--- src/rtl/prog_loader_pkg.sv ---
// Shared types and constants for the program loader: FSM state encoding
// and the rule that a length byte of zero stands for 256 instructions.
package prog_loader_pkg;

  typedef enum logic [2:0] {
    S_IDLE,
    S_LEN,
    S_HI,
    S_LO,
    S_WRITE,
    S_CSUM,
    S_RUN
  } state_e;

  localparam logic [8:0] LEN_ZERO_COUNT = 9'd256;

  function automatic logic [8:0] len_decode(input logic [7:0] len_byte);
    return (len_byte == 8'd0) ? LEN_ZERO_COUNT : {1'b0, len_byte};
  endfunction

endpackage

--- src/rtl/prog_loader_if.sv ---
// Byte-stream input, instruction-memory write port and processor control
// outputs of the program loader, bundled as one interface.
interface prog_loader_if #(
  parameter int ADDR_W  = 8,
  parameter int INSTR_W = 12
);

  logic               start;
  logic [7:0]         rx_data;
  logic               rx_valid;
  logic               rx_ready;
  logic               imem_wr;
  logic [ADDR_W-1:0]  imem_addr;
  logic [INSTR_W-1:0] imem_data;
  logic               cpu_rst;
  logic               busy;
  logic               done;
  logic               err;

  // master is the byte source / system side, slave is the loader itself
  modport master (
    output start, rx_data, rx_valid,
    input  rx_ready, imem_wr, imem_addr, imem_data, cpu_rst, busy, done, err
  );

  modport slave (
    input  start, rx_data, rx_valid,
    output rx_ready, imem_wr, imem_addr, imem_data, cpu_rst, busy, done, err
  );

endinterface

--- src/rtl/prog_loader.sv ---
// Program loader: receives LEN, {HI,LO} pairs and a checksum byte, writes
// instructions into instruction memory and releases the processor on success.
module prog_loader
  import prog_loader_pkg::*;
#(
  parameter int ADDR_W  = 8,
  parameter int INSTR_W = 12
) (
  input  logic            clk,
  input  logic            rst,
  prog_loader_if.slave    bus
);

  localparam int HI_W = INSTR_W - 8;

  state_e             state_q, state_d;
  logic [ADDR_W-1:0]  addr_q, addr_d;
  logic [ADDR_W-1:0]  imem_addr_q, imem_addr_d;
  logic [INSTR_W-1:0] imem_data_q, imem_data_d;
  logic [HI_W-1:0]    hi_q, hi_d;
  logic [8:0]         len_q, len_d;
  logic [8:0]         cnt_q, cnt_d;
  logic [7:0]         csum_q, csum_d;
  logic               err_pend_q, err_pend_d;
  logic               cpu_rst_q, cpu_rst_d;
  logic               err_q, err_d;
  logic               done_q, done_d;
  logic               rx_ready;
  logic               accept;

  assign rx_ready = (state_q == S_LEN) || (state_q == S_HI) ||
                    (state_q == S_LO)  || (state_q == S_CSUM);
  assign accept   = rx_ready && bus.rx_valid;

  assign bus.rx_ready  = rx_ready;
  assign bus.imem_wr   = (state_q == S_WRITE);
  assign bus.imem_addr = imem_addr_q;
  assign bus.imem_data = imem_data_q;
  assign bus.cpu_rst   = cpu_rst_q;
  assign bus.busy      = rx_ready || (state_q == S_WRITE);
  assign bus.done      = done_q;
  assign bus.err       = err_q;

  always_ff @(posedge clk or posedge rst) begin
    if (rst) begin
      state_q     <= S_IDLE;
      addr_q      <= '0;
      imem_addr_q <= '0;
      imem_data_q <= '0;
      hi_q        <= '0;
      len_q       <= '0;
      cnt_q       <= '0;
      csum_q      <= '0;
      err_pend_q  <= 1'b0;
      cpu_rst_q   <= 1'b1;
      err_q       <= 1'b0;
      done_q      <= 1'b0;
    end else begin
      state_q     <= state_d;
      addr_q      <= addr_d;
      imem_addr_q <= imem_addr_d;
      imem_data_q <= imem_data_d;
      hi_q        <= hi_d;
      len_q       <= len_d;
      cnt_q       <= cnt_d;
      csum_q      <= csum_d;
      err_pend_q  <= err_pend_d;
      cpu_rst_q   <= cpu_rst_d;
      err_q       <= err_d;
      done_q      <= done_d;
    end
  end

  // The memory port registers load on the LO byte so they stay frozen
  // while the next instruction is being assembled.
  always_comb begin
    state_d     = state_q;
    addr_d      = addr_q;
    imem_addr_d = imem_addr_q;
    imem_data_d = imem_data_q;
    hi_d        = hi_q;
    len_d       = len_q;
    cnt_d       = cnt_q;
    csum_d      = csum_q;
    err_pend_d  = err_pend_q;
    cpu_rst_d   = cpu_rst_q;
    err_d       = err_q;
    done_d      = 1'b0;

    case (state_q)
      S_IDLE, S_RUN: begin
        if (bus.start) begin
          state_d    = S_LEN;
          cpu_rst_d  = 1'b1;
          err_d      = 1'b0;
          addr_d     = '0;
          cnt_d      = '0;
          csum_d     = '0;
          err_pend_d = 1'b0;
        end
      end
      S_LEN: begin
        if (accept) begin
          len_d   = len_decode(bus.rx_data);
          state_d = S_HI;
        end
      end
      S_HI: begin
        if (accept) begin
          hi_d   = bus.rx_data[HI_W-1:0];
          csum_d = csum_q ^ bus.rx_data;
          if ((bus.rx_data >> HI_W) != 8'd0) begin
            err_pend_d = 1'b1;
          end
          state_d = S_LO;
        end
      end
      S_LO: begin
        if (accept) begin
          csum_d      = csum_q ^ bus.rx_data;
          imem_addr_d = addr_q;
          imem_data_d = {hi_q, bus.rx_data};
          state_d     = S_WRITE;
        end
      end
      S_WRITE: begin
        addr_d  = addr_q + ADDR_W'(1);
        cnt_d   = cnt_q + 9'd1;
        state_d = ((cnt_q + 9'd1) == len_q) ? S_CSUM : S_HI;
      end
      S_CSUM: begin
        if (accept) begin
          if ((bus.rx_data == csum_q) && !err_pend_q) begin
            state_d   = S_RUN;
            cpu_rst_d = 1'b0;
            done_d    = 1'b1;
          end else begin
            state_d = S_IDLE;
            err_d   = 1'b1;
          end
        end
      end
      default: state_d = S_IDLE;
    endcase
  end

endmodule

--- src/flat_wrapper.sv ---
// flat-port wrapper written by rule: the top's interface ports become plain ports
module prog_loader_flat import prog_loader_pkg::*;
#(
  parameter int ADDR_W  = 8,
  parameter int INSTR_W = 12
)
  (clk, rst, bus_start, bus_rx_data, bus_rx_valid, bus_rx_ready, bus_imem_wr, bus_imem_addr, bus_imem_data, bus_cpu_rst, bus_busy, bus_done, bus_err);
  prog_loader_if #(.ADDR_W(ADDR_W), .INSTR_W(INSTR_W)) bus_i ();
  input  logic clk;
  input  logic rst;
  input wire logic [$bits(bus_i.start)-1:0] bus_start;
  input wire logic [$bits(bus_i.rx_data)-1:0] bus_rx_data;
  input wire logic [$bits(bus_i.rx_valid)-1:0] bus_rx_valid;
  output wire logic [$bits(bus_i.rx_ready)-1:0] bus_rx_ready;
  output wire logic [$bits(bus_i.imem_wr)-1:0] bus_imem_wr;
  output wire logic [$bits(bus_i.imem_addr)-1:0] bus_imem_addr;
  output wire logic [$bits(bus_i.imem_data)-1:0] bus_imem_data;
  output wire logic [$bits(bus_i.cpu_rst)-1:0] bus_cpu_rst;
  output wire logic [$bits(bus_i.busy)-1:0] bus_busy;
  output wire logic [$bits(bus_i.done)-1:0] bus_done;
  output wire logic [$bits(bus_i.err)-1:0] bus_err;
  assign bus_i.start = bus_start;
  assign bus_i.rx_data = bus_rx_data;
  assign bus_i.rx_valid = bus_rx_valid;
  assign bus_rx_ready = bus_i.rx_ready;
  assign bus_imem_wr = bus_i.imem_wr;
  assign bus_imem_addr = bus_i.imem_addr;
  assign bus_imem_data = bus_i.imem_data;
  assign bus_cpu_rst = bus_i.cpu_rst;
  assign bus_busy = bus_i.busy;
  assign bus_done = bus_i.done;
  assign bus_err = bus_i.err;
  prog_loader #(.ADDR_W(ADDR_W), .INSTR_W(INSTR_W)) u_core (.clk(clk), .rst(rst), .bus(bus_i));
endmodule
--- config.mk ---
export PLATFORM = sky130hd
export DESIGN_NAME = prog_loader_flat
export DESIGN_NICKNAME = d
export VERILOG_FILES = /design/src/rtl/prog_loader_pkg.sv /design/src/rtl/prog_loader_if.sv /design/src/rtl/prog_loader.sv /design/src/flat_wrapper.sv
export SDC_FILE = /design/constraint.sdc
export NUM_CORES = 1
export LEC_CHECK = 0
export ABC_CLOCK_PERIOD_IN_PS = 2100
export CORE_MARGIN = 2
export CORE_UTILIZATION = 40
export CTS_CLUSTER_DIAMETER = 100
export DETAILED_ROUTE_END_ITERATION = 10
export GPL_TIMING_DRIVEN = 0
export PLACE_DENSITY_LB_ADDON = 0.12
export SLEW_MARGIN = 10
export SYNTH_ARGS = -nofsm -noshare
export SYNTH_HDL_FRONTEND = slang
export SYNTH_SLANG_ARGS = --single-unit
--- constraint.sdc ---
create_clock -name clk -period 2.1 [get_ports clk]
set_input_delay 0.21 -clock clk [delete_from_list [all_inputs] [get_ports clk]]
set_output_delay 0.21 -clock clk [all_outputs]
set_load 0.005 [all_outputs]
=== Yosys cells after proc, flatten, opt, wreduce, memory -nomap -nowiden ===
Index checks and enable logic that the tools add are counted.

* Flip-flop bits (word level): 65
* Bits in latches: 0
* Memory bits (writable): 0
* Bits in read-only memories: 0
* Bits of input ports: 12
* Output and inout port bits: 26
* Word-level logic and storage cells: 86
* Memories kept: 0

* Add/sub/neg operators: 2
* Multipliers: 0
* Div/mod/pow operators: 0
* Order comparisons: 0
* Equality and inequality tests: 17
* Shifts and indexed selects: 0
* Multiplexer cells: 29
* Bitwise gates (word level): 1
* Reductions and logical operators: 25

{| class="wikitable"
|+ Operators with widths
! cell !! count
|-
| $pmux 8 s2 || 2
|-
| $mux 3 || 7
|-
| $mux 9 || 2
|-
| $pmux 3 s6 || 1
|-
| $pmux 9 s2 || 1
|-
| $mux 8 || 2
|-
| $reduce_and 4->1 || 3
|-
| $mux 1 || 11
|-
| $ne 2x1->1 const B || 5
|-
| $add 9x1->9 const B || 1
|-
| $eq 3x3->1 const B || 3
|-
| $eq 9x9->1 || 1
|-
| $add 8x1->8 const B || 1
|-
| $eq 8x8->1 || 1
|-
| $logic_not 8->1 || 1
|-
| $ne 2x2->1 const B || 4
|-
| $reduce_and 2->1 || 4
|-
| $reduce_bool 2->1 || 4
|-
| $reduce_bool 8->1 || 1
|-
| $xor 8x8->8 || 1
|-
| $eq 3x2->1 const B || 2
|-
| $pmux 1 s2 || 3
|-
| $reduce_and 5->1 || 1
|-
| $logic_or 1x1->1 || 4
|-
| 6 further kinds || 8
|}

=== Logic depth before layout (Yosys ltp) ===
* Word-level depth: 7
* Gate-level depth with buffers: 11
* Gate-level depth less buffers: 7

=== Worst setup path before layout ===
OpenSTA, ideal clock, no wires.

* Path kind: flip-flop to flip-flop
* From: reg u_core.state_q[2]
* To: reg u_core.csum_q[0]
* Library setup time: 0.124 ns
* Arrival: 1.915 ns
* Data required time: 1.976 ns
* Slack: 0.061 ns
* Cell stages (with the launch flop): 12
* Path buffers: 4
* Clock period less this slack: 2.039 ns
* Cell sequence: dfrtp_1 -> buf_2 -> buf_2 -> inv_1 -> ha_1 -> buf_2 -> nand2_1 -> a211oi_2 -> buf_2 -> nand2_1 -> a21oi_1 -> a21oi_1

* Longest elaborated chain between the ends: 7
* Elaborated cells between the ends (all ways): 17
* Those cells by class: eq/ne (7); mux (1); reduce/logical (9)

{| class="wikitable"
|+ Ends and longest elaborated chain
! element !! RTL line !! source
|-
| start: declaration || prog_loader.sv:16 || <nowiki>state_e state_q, state_d;</nowiki>
|-
| start signal: assignment || prog_loader.sv:59 || <nowiki>state_q <= state_d;</nowiki>
|-
| $eq 3x1->1 / $eq 3x2->1 (equally long branches) || prog_loader.sv:31, prog_loader.sv:90 ||
|-
| $logic_or 1x1->1 (2 in a row) || prog_loader.sv:31 || <nowiki>assign rx_ready = (state_q == S_LEN) || (state_q == S_HI) ||</nowiki>
|-
| $logic_or 1x1->1 || prog_loader.sv:32 || <nowiki>(state_q == S_LO) || (state_q == S_CSUM);</nowiki>
|-
| $logic_and 1x1->1 || prog_loader.sv:33 || <nowiki>assign accept = rx_ready && bus.rx_valid;</nowiki>
|-
| $ne 2x1->1 (no source line) || n/a ||
|-
| $reduce_and 3->1 (no source line) || n/a ||
|-
| end signal: assignment || prog_loader.sv:66 || <nowiki>csum_q <= csum_d;</nowiki>
|-
| end: declaration || prog_loader.sv:23 || <nowiki>logic [7:0] csum_q, csum_d;</nowiki>
|}

Parallel ways exist; a longest one is shown, timed or not.
A chain may end at the register's enable or synchronous reset.

=== Worst setup path after layout ===
* From: reg u_core.state_q[1]
* To: out bus_busy

* Longest elaborated chain between the ends: 5
* Elaborated cells between the ends (all ways): 9
* Those cells by class: eq/ne (5); reduce/logical (4)

{| class="wikitable"
|+ Ends and longest elaborated chain
! element !! RTL line !! source
|-
| $eq 3x1->1 / $eq 3x2->1 (equally long branches) || prog_loader.sv:31 ||
|-
| $logic_or 1x1->1 (2 in a row) || prog_loader.sv:31 ||
|-
| $logic_or 1x1->1 || prog_loader.sv:32 ||
|-
| $logic_or 1x1->1 (*) || prog_loader.sv:40 || <nowiki>assign bus.busy = rx_ready || (state_q == S_WRITE);</nowiki>
|-
| end: declaration || flat_wrapper.sv:19 || <nowiki>output wire logic [$bits(bus_i.busy)-1:0] bus_busy;</nowiki>
|}

Mark *: on every way between the ends. The rest lies on a longest branch, timed or not.

==> results.ini <==
[outcome]
outcome=finished clean

[floorplanning]
fp-row-count=33
ioPinCount=38
fp.dieW_um=94.9
core_area_um2=8090
dieArea_um2=9000
start_util=0.408
die_h_um=94.9

[clock_tree]
clkSinkCount=65
cts.path.max_buffers=2
cts_tree=built
clkLatencyLatePin_ns=0.34
cts_made_buffers=9
clk_pin_slew_ns=0.07
cts_hold_buf=0
root_buffer=clkbuf_8
cts.htree.levels=3

[sta]
max_slew_margin=0.644
finalMaxSlewViolations=0
period_minus_slack_ns=1.99
max_freq_mhz=502
timing.final.ws_setup_ns=0.107
fin_setup_tns_ns=0
setup_viol=0
fin_crit_sh=0.949
skew_ns=0.0108
tightest_slew_ns=0.530
hold_violations=0

[power]
worst_ir_drop_vdd_v=0.000601
p_clk_frac=0.286
internal_power_uw=3300
switching_share=0.300
p_leak_uw=0.00187
seqPwrFrac=0.384
switching_power_uw=1410
power.density_nw_per_um2=1110
power_frac_comb=0.330

[place]
placed_area_um2=3830
gp_congestion=0.843
dp_slack_ns=-0.335
dp_hpwl_um=5270
place_inst=459
io_buffers=37

[critical_path]
required_ns=1.89
start_kind=flip-flop
crit_chain=buf_4 > buf_6 > nor3_2 > a21oi_1 > clkdlybuf4s50_1
arrival_ns=1.78
worst_path_max_delay_cell=clkdlybuf4s50_1
worst-r2r-cell-count=9
endpoint_kind=output port
crit_path_max_fanout=10
crit_type=reg -> out
slowest_delay_ns=0.51

[synthesis]
synth_enable_flop_cells=0
synth_fp_nets=331
ys.flop_type=dfrtp_1
postSynthAreaPerCell_um2=10.4
synth_cell_type_count=49
yosys_warnings=0
seq_area_frac_synth=0.493
netlist_area_um2=3300
syn-instance-count=316
synthArstFlopShare=1.00
synth-seq-cells=65

[cells_and_area]
drive_above_1_share=0.261
diodes=0
syn_to_final_growth_pct=29.0
stdcell_count=484
stdcell_area_um2=4260
fin_util=0.526
num-nets-final=389

[routing]
firstDrtPassIters=4
wl_um=7800
final_antenna_net_count=0
wl_per_cell_um=16.1
drtIter0Drc=129
via_per_inst=5.38
drc=0
num_vias=2604

[global_routing]
use_met2=0.271
gr-usage-met3=0.0375
first_global_vias=2593
grt_pass1_wl_um=12800
grt_util_all_layers=0.188
busiest_layer=met1
grt_max_degree=39
antenna_found_initial=0
grt_overflow=0
met1_usage=0.274

[worst_hold_path]
hp-class=in -> async

[flow_run]
cap_violations=0

[cell usage after synthesis (5+ instances only)]
cell type,instances,share of area
a21oi_1,28,0.042
a31oi_1,5,0.0095
and3_1,5,0.0095
buf_2,11,0.017
dfrtp_1,64,0.49
inv_1,8,0.0091
mux2_2,33,0.11
nand2_1,31,0.035
nand3_1,11,0.017
nand4_1,6,0.011
nor2_1,13,0.015
o21ai_0,25,0.038
o31ai_1,5,0.011
xnor2_1,15,0.040
[stage by stage]
step / hold WS (ns) / total power (uW)
after floorplan: 0.361 / 2690
after global placement: 0.464 / 3220
after detailed placement: 0.478 / 3260
after CTS: 0.203 / 4710
after global routing: 0.235 / 5000
final: 0.197 / 4710
[registers in the layout, indices dropped and copies added, names as in the netlist]
name                  flops
u_core.bus.err            1
u_core.bus.imem_data     12
u_core.err_pend_q         1
u_core.len_q              9
u_core.bus.cpu_rst        1
u_core.state_q            3
u_core.bus.imem_addr      8
u_core.bus.done           1
u_core.hi_q               4
u_core.cnt_q              9
u_core.csum_q             8
u_core.addr_q             8
[final timing paths]
path / endpoint / start / slack (ns)
setup / recovery: bus_busy / u_core.state_q[1]$_DFFE_PP0P_ / 0.11
hold / removal: u_core.bus.imem_addr[2]$_DFFE_PP0P_ / rst / 0.20
setup reg to reg: u_core.state_q[2]$_DFFE_PP0P_ / u_core.state_q[2]$_DFFE_PP0P_ / 0.13
hold reg to reg: u_core.bus.err$_DFFE_PP0P_ / u_core.bus.err$_DFFE_PP0P_ / 0.48
max in group asynchronous: u_core.bus.cpu_rst$_DFFE_PP1P_ / rst / 1.32
min in group clk: u_core.bus.err$_DFFE_PP0P_ / u_core.bus.err$_DFFE_PP0P_ / 0.48
[repair_timing]
action / CTS / global route
pin swaps: 2 / 1
buffers inserted: 6 / 3
gates resized for setup: 20 / 12
endpoints found under the setup margin: 19 / 14
[power groups by stage]
stage / Sequential, uW / Combinational, uW / Clock (uW)
final: 1810 / 1550 / 1350
after global placement: 1820 / 1400 / 0
after floorplan: 1790 / 901 / 0
after CTS: 1810 / 1520 / 1380
after global routing: 1850 / 1720 / 1430
after detailed placement: 1830 / 1430 / 0
[kinds of logic (layout without fill, tap and decap cells)]
kind of cell             count (synthesis)  in the layout  share of synthesized area
AND/OR/NAND/NOR                         91             91                      0.140
flip-flops                              65             65                      0.493
buffers and inverters                   25             88                     0.0360
AO/OA/AOI/OAI                           79             79                      0.150
adder cells (fa/ha/maj)                  3              3                     0.0114
multiplexers                            34             34                      0.116
XOR/XNOR                                19             19                     0.0546
[cells in the final DEF (no fill, tap or decap), types with 3 or more instances in the layout]
cell | netlist | layout
a21oi_1 | 28 | 26
dfrtp_1 | 64 | 64
o21ai_0 | 25 | 25
buf_4 | 3 | 11
and3_1 | 5 | 5
nand2_1 | 31 | 30
nand3_1 | 11 | 11
mux2_2 | 33 | 33
buf_6 | 0 | 6
nor2_1 | 13 | 12
nor2b_1 | 3 | 3
bufinv_16 | 0 | 3
inv_1 | 8 | 5
buf_2 | 11 | 6
nand4_1 | 6 | 6
clkdlybuf4s50_1 | 0 | 36
nor4_1 | 3 | 3
o32ai_1 | 3 | 3
o31ai_1 | 5 | 5
xor2_1 | 3 | 3
a31oi_1 | 5 | 5
xnor2_1 | 15 | 15
clkbuf_8 | 0 | 11
clkbuf_1 | 2 | 3
[cell type report]
| cell class | count | area, um^2 |
|---|---|---|
| fill | 751 | 3830 |
| clock inverter | 4 | 98.8 |
| clock buffer | 12 | 155 |
| sequential | 65 | 1630 |
| buffer | 17 | 124 |
| multi-input combinational | 226 | 1610 |
| tap | 105 | 131 |
| inverter | 8 | 40.0 |
| timing repair buffer | 47 | 477 |
[critical path, delay by kind of cell (launching register included)]
family	cells	cell delay, ns
and+or+nand+nor	1	0.05
AOI/OAI and AO/OA	1	0.13
DFF	1	0.39
buffers and inverters	3	0.87
[per-layer routing]
layer,up-vias,part of all wire
met4,0,0.019
met5,-,0
met2,60,0.44
met3,12,0.044
li1,1257,-
met1,1275,0.50
Power figures use the tool's default switching activity.
